===== src/rtl/gf_horner_eval.sv =====
// gf_horner_eval
// Sequential GF(2^8) polynomial evaluator (field polynomial 0x11D). Coefficient
// bytes arrive highest degree first and are folded in by Horner's rule:
// acc = acc * x ^ byte. The multiply is bit-serial, MSB first, over 8 cycles,
// so each byte takes 9 cycles (1 LOAD + 8 MULT).
//
// Ports:
//   clk_i         rising-edge clock
//   rst_i         synchronous active-high reset
//   start_i       begin an evaluation (honoured only when idle)
//   point_i       evaluation point x, sampled on accepted start
//   len_i         number of coefficient bytes, sampled on accepted start
//   data_valid_i  coefficient byte valid
//   data_i        coefficient byte
//   data_ready_o  block can accept a byte (LOAD state)
//   busy_o        evaluation in progress
//   done_o        one-cycle pulse, result_o holds the new result
//   result_o      last completed evaluation
module gf_horner_eval #(
  parameter int IO_WIDTH  = 8,
  parameter int PP_CHAR   = 29,
  parameter int LEN_WIDTH = 8
) (
  input  logic                 clk_i,
  input  logic                 rst_i,
  input  logic                 start_i,
  input  logic [IO_WIDTH-1:0]  point_i,
  input  logic [LEN_WIDTH-1:0] len_i,
  input  logic                 data_valid_i,
  input  logic [IO_WIDTH-1:0]  data_i,
  output logic                 data_ready_o,
  output logic                 busy_o,
  output logic                 done_o,
  output logic [IO_WIDTH-1:0]  result_o
);

  localparam int BW = $clog2(IO_WIDTH);
  localparam logic [IO_WIDTH-1:0] PP_C     = IO_WIDTH'(PP_CHAR);
  localparam logic [BW-1:0]       LAST_BIT = BW'(IO_WIDTH - 1);

  typedef enum logic [1:0] {
    ST_IDLE = 2'd0,
    ST_LOAD = 2'd1,
    ST_MULT = 2'd2,
    ST_DONE = 2'd3
  } state_t;

  // Multiply by x modulo the field polynomial (the top bit folds back in).
  function automatic logic [IO_WIDTH-1:0] xtime(input logic [IO_WIDTH-1:0] p);
    xtime = {p[IO_WIDTH-2:0], 1'b0} ^ (p[IO_WIDTH-1] ? PP_C : {IO_WIDTH{1'b0}});
  endfunction

  state_t               state_r, state_n;
  logic [IO_WIDTH-1:0]  point_r;
  logic [LEN_WIDTH-1:0] len_r;
  logic [IO_WIDTH-1:0]  acc_r;
  logic [IO_WIDTH-1:0]  byte_r;
  logic [IO_WIDTH-1:0]  prod_r;
  logic [IO_WIDTH-1:0]  pt_sh_r;   // copy of point shifted left so the MSB is the current bit
  logic [BW-1:0]        bit_r;
  logic [LEN_WIDTH-1:0] cnt_r;
  logic                 ready_r;
  logic                 busy_r;
  logic                 done_r;
  logic [IO_WIDTH-1:0]  result_r;

  logic [IO_WIDTH-1:0]  prod_s;
  logic [LEN_WIDTH-1:0] cnt_inc_s;
  logic                 last_bit_s;
  logic                 accept_s;

  // Next-state decode and the combinational shift-and-add step.
  always_comb begin
    state_n    = state_r;
    prod_s     = xtime(prod_r) ^ (pt_sh_r[IO_WIDTH-1] ? acc_r : {IO_WIDTH{1'b0}});
    cnt_inc_s  = cnt_r + LEN_WIDTH'(1);
    last_bit_s = (bit_r == LAST_BIT);
    accept_s   = data_valid_i && ready_r;
    case (state_r)
      ST_IDLE: begin
        if (start_i) begin
          state_n = (len_i == {LEN_WIDTH{1'b0}}) ? ST_DONE : ST_LOAD;
        end else begin
          state_n = ST_IDLE;
        end
      end
      ST_LOAD: begin
        if (accept_s) begin
          state_n = ST_MULT;
        end else begin
          state_n = ST_LOAD;
        end
      end
      ST_MULT: begin
        if (last_bit_s) begin
          state_n = (cnt_inc_s == len_r) ? ST_DONE : ST_LOAD;
        end else begin
          state_n = ST_MULT;
        end
      end
      ST_DONE: state_n = ST_IDLE;
      default: state_n = ST_IDLE;
    endcase
  end

  // State, datapath and registered outputs.
  always_ff @(posedge clk_i) begin
    if (rst_i) begin
      state_r  <= ST_IDLE;
      point_r  <= {IO_WIDTH{1'b0}};
      len_r    <= {LEN_WIDTH{1'b0}};
      acc_r    <= {IO_WIDTH{1'b0}};
      byte_r   <= {IO_WIDTH{1'b0}};
      prod_r   <= {IO_WIDTH{1'b0}};
      pt_sh_r  <= {IO_WIDTH{1'b0}};
      bit_r    <= {BW{1'b0}};
      cnt_r    <= {LEN_WIDTH{1'b0}};
      ready_r  <= 1'b0;
      busy_r   <= 1'b0;
      done_r   <= 1'b0;
      result_r <= {IO_WIDTH{1'b0}};
    end else begin
      state_r <= state_n;
      ready_r <= (state_n == ST_LOAD);
      busy_r  <= (state_n != ST_IDLE);
      done_r  <= (state_n == ST_DONE);
      case (state_r)
        ST_IDLE: begin
          if (start_i) begin
            point_r <= point_i;
            len_r   <= len_i;
            acc_r   <= {IO_WIDTH{1'b0}};
            cnt_r   <= {LEN_WIDTH{1'b0}};
            // len=0 goes straight to DONE with an empty (zero) result
            if (len_i == {LEN_WIDTH{1'b0}}) begin
              result_r <= {IO_WIDTH{1'b0}};
            end
          end
        end
        ST_LOAD: begin
          if (accept_s) begin
            byte_r  <= data_i;
            bit_r   <= {BW{1'b0}};
            prod_r  <= {IO_WIDTH{1'b0}};
            pt_sh_r <= point_r;
          end
        end
        ST_MULT: begin
          prod_r  <= prod_s;
          pt_sh_r <= {pt_sh_r[IO_WIDTH-2:0], 1'b0};
          bit_r   <= bit_r + BW'(1);
          if (last_bit_s) begin
            acc_r <= prod_s ^ byte_r;
            cnt_r <= cnt_inc_s;
            // Publish the result as DONE is entered so it is valid alongside done_o
            if (cnt_inc_s == len_r) begin
              result_r <= prod_s ^ byte_r;
            end
          end
        end
        ST_DONE: begin
          result_r <= acc_r;
        end
        default: begin
          state_r <= ST_IDLE;
        end
      endcase
    end
  end

  assign data_ready_o = ready_r;
  assign busy_o       = busy_r;
  assign done_o       = done_r;
  assign result_o     = result_r;

endmodule


===== config.mk =====
export PLATFORM = sky130hd
export DESIGN_NAME = gf_horner_eval
export DESIGN_NICKNAME = d
export VERILOG_FILES = /design/src/rtl/gf_horner_eval.sv
export SDC_FILE = /design/constraint.sdc
export NUM_CORES = 1
export LEC_CHECK = 0
export ABC_AREA = 1
export CELL_PAD_IN_SITES_DETAIL_PLACEMENT = 1
export CELL_PAD_IN_SITES_GLOBAL_PLACEMENT = 2
export CORE_UTILIZATION = 34
export CTS_CLUSTER_DIAMETER = 40
export DETAILED_ROUTE_END_ITERATION = 10
export GPL_ROUTABILITY_DRIVEN = 1
export PLACE_DENSITY_LB_ADDON = 0.1
export SLEW_MARGIN = 20
export SYNTH_ARGS = -nofsm -noshare
export SYNTH_HDL_FRONTEND = slang
export SYNTH_SLANG_ARGS = --single-unit

===== constraint.sdc =====
create_clock -name clk_i -period 2.6 [get_ports clk_i]
set_input_delay 0.52 -clock clk_i [delete_from_list [all_inputs] [get_ports clk_i]]
set_output_delay 0.52 -clock clk_i [all_outputs]
set_load 0.005 [all_outputs]

==> run summary, run 1 <==
Status: complete, no violations
DRT Pass-1 Iters: 4
Gr busiest metal: met2
CTS tree: done
Tmin final: 2.02 ns
Commonest non-fill, non-tap cell in the layout: nand2_1
Vias/cell: 4.82
P&R area growth vs syn: 19.6%
VDD IR max: 0.302 mV
Gr ovfl total: 0
Post-Syn Area: 3510 um^2
Die area: 10700 um^2
Clock root buffer master: clkbuf_8
GR Util met3: 3.59%
Synthesized Nets: 541
Worst-path fanout max: 9
Initial Utilization: 35.6%
Register area share after synthesis: 41.1%
First-pass GRT wire length: 16.0 mm
CP endpoint kind: flip-flop
Total CTS buffers: 9
Setup violations, final: 0
Grt met1 use: 24.0%
Clock skew: 0.00548 ns
DRC: 0
Avg Cell Area, Syn: 6.88 um^2
Max Slew Vio Count: 0
Diodes inserted: 0
R2R depth: 13
Worst-Skew Late Latency: 0.34 ns
H-tree depth: 3
Synthesis-stage register bit count: 72
WP buf/inv: 3
Power per Cell Area: 543 nW/um^2
Max incr delay on CP: 0.40 ns
Synthesis Warnings: 0
Kind of critical path: in2reg
GRT met2 Usage: 31.1%
Share of cells above drive strength 1: 8.14%
RSZ-0062 raised after global routing: false
Number of max-cap violations: 0
Drt initial violations: 81
IO Port Bufs: 38
Setup bufs post-CTS: 0
Cells after synthesis: 510
Max clock buf depth: 2
Largest net degree at the start of global routing: 50
Final Cycle Share: 77.9%
IO Count: 39
Die Y: 104 um
PostCTS Resize Cnt: 0
Number of global-route vias before repair: 3361
Slew HR: 65.5%
Chip width: 104 um
Core area: 9860 um^2
CP Launch Type: primary input
Hold bufs inserted after CTS: 0
Fillers: 1269
RD Place Congestion: 0.738
Routed len/inst: 13.5 um
Critical Path RT: 2.88 ns
Worst hold endpoint: pt_sh_r[0]
Via count: 3306
Arrival time at the worst endpoint: 2.31 ns
FMAX: 494 MHz
HP Start: pt_sh_r[0]
Setup slack, reg-to-reg: 0.68 ns
Yosys cell types: 34
Clk slew on worst S/H paths: 0.08 ns
Num rows: 36
Largest delay share family, worst path: simple AND/OR/NAND/NOR gates
P_leak: 0.00167 uW
RR Startpoint: cnt_r[0]
Layout Nets: 579
Worst Hold Class: reg2reg
Antenna violations before repair: 0
Slowest cell on crit path: clkdlybuf4s50_1
GR Util All Layers: 18.6%
Commonest cells after routing, fill and taps aside: nand2_1 (123), dfxtp_1 (72), inv_1 (69)
Post-Route WL: 9.24 mm
Remaining antenna violation count: 0
Critical Path, Cell by Cell: clkdlybuf4s50_1 > inv_1 > nand4_1 > nor3_1 > nand2_1 > o21ai_2 > nand3_4 > nand2_1 > inv_1 > nor2_1
Worst Max-Slew Pin Slew: 0.517 ns
Final setup TNS: 0 ns
R2R Path End: result_o[2]
Sink Count: 72
Tot Pwr: 2280 uW
Worst hold path depth: 2
Final hold violations: 0
Detailed Place HPWL: 6.51 mm
## cell usage after synthesis, drive strengths merged
| library cell | instances | area (um^2) |
|---|---|---|
| nor3 | 2 | 15.0 |
| ha | 3 | 37.5 |
| a211oi | 1 | 7.51 |
| o21bai | 6 | 45.0 |
| nor2 | 43 | 206 |
| xnor2 | 4 | 35.0 |
| and2 | 1 | 6.26 |
| inv | 74 | 278 |
| nand4 | 9 | 56.3 |
| a31oi | 9 | 56.3 |
| o31ai | 1 | 7.51 |
| nand3 | 39 | 223 |
| nand3b | 1 | 7.51 |
| or2 | 1 | 6.26 |
| xor2 | 1 | 8.76 |
| dfxtp | 72 | 1440 |
| o211ai | 1 | 7.51 |
| a21oi | 43 | 215 |
| o21ai | 51 | 259 |
| clkbuf | 11 | 41.3 |
| buf | 8 | 42.5 |
| nand2b | 3 | 18.8 |
| nand2 | 126 | 485 |
## per-layer routing
layer / part of all wire (%) / vias to the layer above
li1: - / 1716
met1: 50 / 1541
met2: 46 / 40
met3: 2.8 / 9
met4: 1.2 / 0
met5: 0 / -
## through the flow
stage               utilization, %  hold slack (ns)  cell area, um^2  cells  setup WS (ns)
floorplan                        -            0.440             3510    510          0.980
global placement              40.9            0.452             4030    670          0.302
detailed placement            40.9            0.463             4030    670          0.173
CTS                           42.5            0.472             4200    686          0.542
global route                  42.5            0.494             4200    686          0.384
finish                        42.5            0.469             4200    686          0.576
## how the worst max path moves through the flow
stage               slack (ns)  cells past startpoint  startpoint           to
CTS                       0.54                     10    len_i[4]  result_o[2]
detailed placement        0.17                     10    len_i[4]  result_o[4]
finish                    0.58                     10    len_i[4]  result_o[2]
floorplan                 0.98                     12    cnt_r[0]  result_o[0]
global route              0.38                     10    len_i[4]  result_o[3]
global placement          0.30                     10    len_i[4]  result_o[5]
## kinds of logic after synthesis
family	synth area share (%)
AOI/OAI and AO/OA	17.1
xor gates and xnor gates	1.25
adders and majority gates	1.07
buffers and inverters	10.3
DFF	41.1
and+or+nand+nor	29.2
## area by class of cell
type / instances / area [um^2] / area share, %
clock inverter: 4 / 20.0 / 0.477
tap: 133 / 166 / 3.97
timing repair buffer: 46 / 440 / 10.5
multi-input combinational: 345 / 1700 / 40.6
inverter: 74 / 278 / 6.62
clock buffer: 12 / 145 / 3.46
sequential: 72 / 1440 / 34.4
## tightest hold or removal path, delay by kind of cell, from the launching register on
| kind | cells | cell delay [ns] |
|---|---|---|
| flip-flops | 1 | 0.32 |
| AO/OA/AOI/OAI | 1 | 0.05 |
| AND/OR/NAND/NOR | 1 | 0.06 |
## state kept, by name, indices dropped and copies added (netlist names)
| signal | flops |
|---|---|
| acc_r | 8 |
| cnt_r | 8 |
| point_r | 8 |
| state_r | 2 |
| prod_r | 8 |
| data_ready_o | 1 |
| result_o | 8 |
| busy_o | 1 |
| done_o | 1 |
| len_r | 8 |
| bit_r | 3 |
| pt_sh_r | 8 |
| byte_r | 8 |
## where the power goes
part	switching [uW]	internal [uW]	total (uW)	leakage [uW]
clock	415	367	782	0.0000899
sequential	38.3	1160	1200	0.000588
combinational	169	125	294	0.000994
Note: power is estimated with default switching activity, not from simulation.
==> run 2, diff against run 1 <==
--- a/config.mk
+++ b/config.mk
@@ -8,7 +8,7 @@
 export ABC_AREA = 1
 export CELL_PAD_IN_SITES_DETAIL_PLACEMENT = 1
 export CELL_PAD_IN_SITES_GLOBAL_PLACEMENT = 2
-export CORE_UTILIZATION = 34
+export CORE_UTILIZATION = 31
 export CTS_CLUSTER_DIAMETER = 40
 export DETAILED_ROUTE_END_ITERATION = 10
 export GPL_ROUTABILITY_DRIVEN = 1
==> constraint.sdc (replaced) <==
create_clock -name clk_i -period 2.1 [get_ports clk_i]
set_input_delay 0.42 -clock clk_i [delete_from_list [all_inputs] [get_ports clk_i]]
set_output_delay 0.42 -clock clk_i [all_outputs]
set_load 0.005 [all_outputs]
==> run 2 against run 1 <==
Sequential power is 24% higher. Clock power is 82% higher. Hold slack got worse by 0.00085 ns. Total power up 44%. Register-to-register slack worse by 0.48 ns. Final cell count up 1.6%. Critical path depth is 3 higher. Critical endpoint is now result_o[5].
==> run summary, run 2 (synthesis results as in run 1) <==
IO Port Bufs: 38 (unchanged)
Total CTS buffers: 9 (unchanged)
Die Y: 108 um (was 104 um)
Diodes inserted: 0 (unchanged)
Core area: 10900 um^2 (was 9860 um^2)
Fillers: 1396 (was 1269)
Tmin final: 1.90 ns
Int Power: 2460 uW (was 1660 uW)
Cell Area, Placed: 4090 um^2 (was 4030 um^2)
VDD IR max: 0.368 mV (was 0.302 mV)
Reg power frac: 45.3% (was 52.8%)
Antenna violations before repair: 0 (unchanged)
Power per Cell Area: 753 nW/um^2 (was 543 nW/um^2)
Remaining antenna violation count: 0 (unchanged)
Drt initial violations: 98 (was 81)
Clock skew: 0.00510 ns (was 0.00548 ns)
First-pass GRT wire length: 15.8 mm (was 16.0 mm)
P&R area growth vs syn: 24.5% (was 19.6%)
Worst hold endpoint: byte_r[5] (was pt_sh_r[0])
Area of the multi-input gates: 1710 um^2 (was 1700 um^2)
H-tree depth: 3 (unchanged)
Worst-Skew Late Latency: 0.33 ns (was 0.34 ns)
HP Start: byte_r[5] (was pt_sh_r[0])
R2R depth: 13 (unchanged)
Num rows: 38 (was 36)
CP endpoint kind: flip-flop (unchanged)
Chip width: 108 um (was 104 um)
Hold bufs inserted after CTS: 0 (unchanged)
Largest net degree at the start of global routing: 32 (was 50)
Largest delay share family, worst path: simple AND/OR/NAND/NOR gates (unchanged)
Slowest cell on crit path: dfxtp_2 (was clkdlybuf4s50_1)
Critical Path, Cell by Cell: ha_2 > nand2_2 > nor2_4 > nand3_1 > nand3_1 > nand2_1 > nor2_2 > nand3_2 > nand2_4 > nand3_4 > nand2_1 > inv_1 > nor2_1 (was clkdlybuf4s50_1 > inv_1 > nand4_1 > nor3_1 > nand2_1 > o21ai_2 > nand3_4 > nand2_1 > inv_1 > nor2_1)
RD Place Congestion: 0.727 (was 0.738)
Sw Share: 25.1% (was 27.3%)
P_leak: 0.00174 uW (was 0.00167 uW)
Commonest cells after routing, fill and taps aside: nand2_1 (123), dfxtp_1 (70), inv_1 (69) (was nand2_1 (123), dfxtp_1 (72), inv_1 (69))
Worst Max-Slew Pin Slew: 0.477 ns (was 0.517 ns)
DRC: 0 (unchanged)
Critical Path RT: 2.37 ns (was 2.88 ns)
Arrival time at the worst endpoint: 2.17 ns (was 2.31 ns)
CP Launch Type: flip-flop (was primary input)
Final Instance Area: 4370 um^2 (was 4200 um^2)
Status: complete, no violations (unchanged)
Logic pwr share: 11.4% (was 12.9%)
PostCTS Resize Cnt: 0 (unchanged)
Clock root buffer master: clkbuf_16 (was clkbuf_8)
R2R Path End: result_o[5] (was result_o[2])
Slew HR: 68.2% (was 65.5%)
Setup slack, reg-to-reg: 0.20 ns (was 0.68 ns)
Die area: 11700 um^2 (was 10700 um^2)
Share of cells above drive strength 1: 9.52% (was 8.14%)
Number of global-route vias before repair: 3233 (was 3361)
Layout Nets: 584 (was 579)
Final Cycle Share: 90.3%
Initial Utilization: 32.1% (was 35.6%)
Clk slew on worst S/H paths: 0.06 ns (was 0.08 ns)
Routed len/inst: 13.2 um (was 13.5 um)
Switching Power: 825 uW (was 622 uW)
IO Count: 39 (unchanged)
CTS tree: done (unchanged)
WP buf/inv: 1 (was 3)
Worst Hold Class: reg2reg (unchanged)
Clk pwr share: 43.3% (was 34.3%)
Setup violations, final: 0 (unchanged)
Max incr delay on CP: 0.36 ns (was 0.40 ns)
Commonest non-fill, non-tap cell in the layout: nand2_1 (unchanged)
Post-Route WL: 9.21 mm (was 9.24 mm)
Number of max-cap violations: 0 (unchanged)
DRT Pass-1 Iters: 4 (unchanged)
Vias/cell: 4.71 (was 4.82)
Worst-path fanout max: 9 (unchanged)
Detailed Place HPWL: 6.59 mm (was 6.51 mm)
Tot Pwr: 3290 uW (was 2280 uW)
Max Slew Vio Count: 0 (unchanged)
Gr ovfl total: 0 (unchanged)
Register area: 1440 um^2 (about the same)
Sink Count: 72 (unchanged)
RSZ-0062 raised after global routing: false (unchanged)
RR Startpoint: cnt_r[0] (unchanged)
Final hold violations: 0 (unchanged)
Setup bufs post-CTS: 0 (unchanged)
Via count: 3281 (was 3306)
Max clock buf depth: 2 (unchanged)
GR Util All Layers: 17.7% (was 18.6%)
Kind of critical path: reg2reg (was in2reg)
FMAX: 527 MHz
Worst hold path depth: 2 (unchanged)
-- run 2: cell types whose count changed in the layout (fill, tap and decap cells not counted), sizes merged --
| cell | previous run | this run |
|---|---|---|
| buf | 8 | 13 |
| clkinvlp | 0 | 1 |
| clkinv | 4 | 2 |
-- run 2: final cells by class --
| cell class | count | area share (%) |
|---|---|---|
| Sequential cell | 72 | 33.1 |
| Inverter | 74 | 6.36 |
| Clock buffer | 12 | 5.87 |
| Tap cell | 140 | 4.01 |
| Clock inverter | 3 | 0.401 |
| Multi-Input combinational cell | 345 | 39.1 |
| Timing Repair Buffer | 51 | 11.2 |
-- run 2: power groups by stage --
stage | combinational, uW | clock (uW) | sequential [uW]
after floorplan | 226 | 0 | 1510
after global placement | 374 | 0 | 1520
after detailed placement | 379 | 0 | 1520
after CTS | 382 | 1470 | 1490
after global routing | 432 | 1550 | 1500
final | 374 | 1420 | 1490
-- run 2: worst register-to-register path: cells and delay by family (launching register included) --
family        cells  cell delay, ns
fa+ha+maj         1            0.19
buf+inv           1            0.04
simple gates     11            1.25
flops             1            0.36
-- run 2: how the worst max path moves through the flow --
stage                     slack [ns]  startpoint  cells after the start     endpoint
final                           0.20    cnt_r[0]                     13  result_o[5]
after global routing            0.02    cnt_r[0]                     15  result_o[3]
after CTS                        0.1    cnt_r[0]                     13  result_o[5]
after detailed placement      -0.008     start_i                      6     len_r[5]
after global placement          0.02     start_i                      6     len_r[6]
after floorplan                 0.48    cnt_r[0]                     12  result_o[0]
-- run 2: per-stage QoR --
stage | cells | hold WS [ns] | utilization, % | TNS, ns | worst slack (ns)
3_5_place_dp | 682 | 0.466 | 37.4 | -0.00810 | -0.00810
6_report | 697 | 0.468 | 39.9 | 0 | 0.204
3_3_place_gp | 682 | 0.452 | 37.4 | 0 | 0.0164
4_1_cts | 697 | 0.475 | 39.9 | 0 | 0.0969
2_1_floorplan | 510 | 0.440 | - | 0 | 0.480
5_1_grt | 697 | 0.489 | 39.9 | 0 | 0.0185
-- run 2: layer usage --
layer / share of wire, % / global-route usage (%) / vias to the layer above
li1: - / - / 1729
met3: 2.7 / 3.92 / 6
met2: 44 / 27.6 / 37
met1: 52 / 23.7 / 1509
met4: 1.4 / 6.66 / 0
met5: 0 / 0 / -
==> run 3, diff against run 2 <==
--- a/config.mk
+++ b/config.mk
@@ -9,6 +9,7 @@
 export CELL_PAD_IN_SITES_DETAIL_PLACEMENT = 1
 export CELL_PAD_IN_SITES_GLOBAL_PLACEMENT = 2
 export CORE_UTILIZATION = 31
+export CTS_BUF_LIST = sky130_fd_sc_hd__clkbuf_16
 export CTS_CLUSTER_DIAMETER = 40
 export DETAILED_ROUTE_END_ITERATION = 10
 export GPL_ROUTABILITY_DRIVEN = 1
==> run 3 against run 2 <==
Final cell count is the same. Critical endpoint unchanged. Wire length shrank 0.39%. Global-route usage shrank 0.077 points. Register-to-register slack is essentially flat. Critical path type unchanged. Combinational power is essentially flat. Clock-buffer cell count shrank 3. Sequential share of layout area grew 0.15 points. Total power shrank 2.6%.
==> run summary, run 3 (synthesis results as in run 1) <==
CTS tree: done (unchanged)
P&R area growth vs syn: 24.0% (was 24.5%)
Slew HR: 68.0% (was 68.2%)
R2R Path End: result_o[5] (unchanged)
RD Place Congestion: 0.727 (unchanged)
Num rows: 38 (unchanged)
DRT Pass-1 Iters: 4 (unchanged)
Diodes inserted: 0 (unchanged)
Tmin final: 1.90 ns (about the same)
Max clock buf depth: 2 (unchanged)
Worst-path fanout max: 9 (unchanged)
Layout Nets: 584 (unchanged)
Max Slew Vio Count: 0 (unchanged)
Clk slew on worst S/H paths: 0.06 ns (about the same)
Setup slack, reg-to-reg: 0.20 ns (about the same)
IO Port Bufs: 38 (unchanged)
VDD IR max: 0.364 mV (was 0.368 mV)
Critical Path RT: 2.37 ns (about the same)
Initial Utilization: 32.1% (unchanged)
Setup violations, final: 0 (unchanged)
Placed cells: 682 (unchanged)
Final setup TNS: 0 ns (unchanged)
Share of cells above drive strength 1: 9.16% (was 9.52%)
CP Launch Type: flip-flop (unchanged)
Die Y: 108 um (unchanged)
First-pass GRT wire length: 15.8 mm (about the same)
Antenna violations before repair: 0 (unchanged)
Remaining antenna violation count: 0 (unchanged)
Kind of critical path: reg2reg (unchanged)
Worst hold endpoint: byte_r[5] (unchanged)
CP endpoint kind: flip-flop (unchanged)
Setup bufs post-CTS: 0 (unchanged)
Power per Cell Area: 737 nW/um^2 (was 753 nW/um^2)
Worst Max-Slew Pin Slew: 0.480 ns (was 0.477 ns)
Status: complete, no violations (unchanged)
GR Util All Layers: 17.6% (was 17.7%)
Die area: 11700 um^2 (unchanged)
Number of max-cap violations: 0 (unchanged)
Sink Count: 72 (unchanged)
H-tree depth: 3 (unchanged)
Clock skew: 0.00374 ns (was 0.00510 ns)
Via count: 3277 (was 3281)
Final Cycle Share: 90.4% (was 90.3%)
Commonest cells after routing, fill and taps aside: nand2_1 (123), inv_1 (70), dfxtp_1 (70) (was nand2_1 (123), dfxtp_1 (70), inv_1 (69))
RR Startpoint: cnt_r[0] (unchanged)
Total CTS buffers: 9 (unchanged)
Final hold violations: 0 (unchanged)
P_leak: 0.00174 uW (about the same)
Worst hold path depth: 2 (unchanged)
R2R depth: 13 (unchanged)
Max incr delay on CP: 0.36 ns (about the same)
HP Start: byte_r[5] (unchanged)
FMAX: 527 MHz (about the same)
Arrival time at the worst endpoint: 2.17 ns (about the same)
Clock root buffer master: clkbuf_16 (unchanged)
Largest net degree at the start of global routing: 32 (unchanged)
Worst Hold Class: reg2reg (unchanged)
Routed len/inst: 13.2 um (about the same)
Largest delay share family, worst path: simple AND/OR/NAND/NOR gates (unchanged)
Detailed Place HPWL: 6.59 mm (unchanged)
Critical Path, Cell by Cell: ha_2 > nand2_2 > nor2_4 > nand3_1 > nand3_1 > nand2_1 > nor2_2 > nand3_2 > nand2_4 > nand3_4 > nand2_1 > inv_1 > nor2_1 (unchanged)
Fin util: 39.8% (was 39.9%)
Layout Cells excl Fill: 697 (unchanged)
Slowest cell on crit path: dfxtp_2 (unchanged)
IO Count: 39 (unchanged)
Number of global-route vias before repair: 3231 (was 3233)
Commonest non-fill, non-tap cell in the layout: nand2_1 (unchanged)
WP buf/inv: 1 (unchanged)
Fillers: 1396 (unchanged)
Worst-Skew Late Latency: 0.33 ns (about the same)
Chip width: 108 um (unchanged)
Vias/cell: 4.70 (was 4.71)
Min Hold Slack: 0.468 ns (about the same)
RSZ-0062 raised after global routing: false (unchanged)
DRC: 0 (unchanged)
Core area: 10900 um^2 (unchanged)
Post-Route WL: 9.17 mm (was 9.21 mm)
Drt initial violations: 103 (was 98)
Gr ovfl total: 0 (unchanged)
-- run 3: cell types whose count changed in the layout (fill, tap and decap cells not counted), sizes merged --
cell,delta
clkinv,+2
inv,+1
clkbuf,-3
-- run 3: power by group --
group,total [uW],leakage [uW],switching [uW],internal (uW)
clock,1340,0.000127,564,775
combinational,373,0.00102,208,165
sequential,1490,0.000589,47.2,1440
-- run 3: timing repair --
action | in CTS | in global routing
hold buffers | 0 | 0
endpoints found under the setup margin | 0 | 8
gates resized for setup | 0 | 3
-- run 3: worst max-delay path by stage --
stage	startpoint	end	cells after the start	slack [ns]
after CTS	cnt_r[0]	result_o[5]	13	0.1
after floorplan	cnt_r[0]	result_o[0]	12	0.48
after detailed placement	start_i	len_r[5]	6	-0.008
after global routing	cnt_r[1]	result_o[3]	15	0.02
after global placement	start_i	len_r[6]	6	0.02
final	cnt_r[0]	result_o[5]	13	0.20
-- run 3: cell type report --
type,count,area (um^2),area share [%]
flip-flops and latches,72,1440,33.2
clock buffers,9,225,5.18
well taps,140,175,4.03
multi-input cells,345,1710,39.3
inverters,74,278,6.39
clock inverters,6,28.8,0.662
repair buffers,51,490,11.3
-- run 3: layer usage --
layer / up-vias / part of all wire, % / track usage (%)
met5: - / 0 / 0
met4: 0 / 1.4 / 6.37
met3: 7 / 2.6 / 3.92
met2: 36 / 44 / 27.5
met1: 1506 / 52 / 23.7
li1: 1728 / - / -
-- run 3: metrics by stage --
step,instance area [um^2],worst slack (ns),total power [uW]
floorplan,3510,0.480,1740
global placement,4090,0.0164,1890
detailed placement,4090,-0.00810,1900
CTS,4340,0.0969,3260
global route,4350,0.0167,3390
finish,4350,0.202,3200
-- run 3: worst reg2reg max path: stages, from the launching register on --
cell     delay (ns)
dfxtp_2        0.36
ha_2           0.19
nand2_2        0.10
nor2_4         0.14
nand3_1        0.13
nand3_1        0.12
nand2_1        0.07
nor2_2         0.13
nand3_2        0.12
nand2_4        0.14
nand3_4        0.12
nand2_1        0.09
inv_1          0.04
nor2_1         0.09
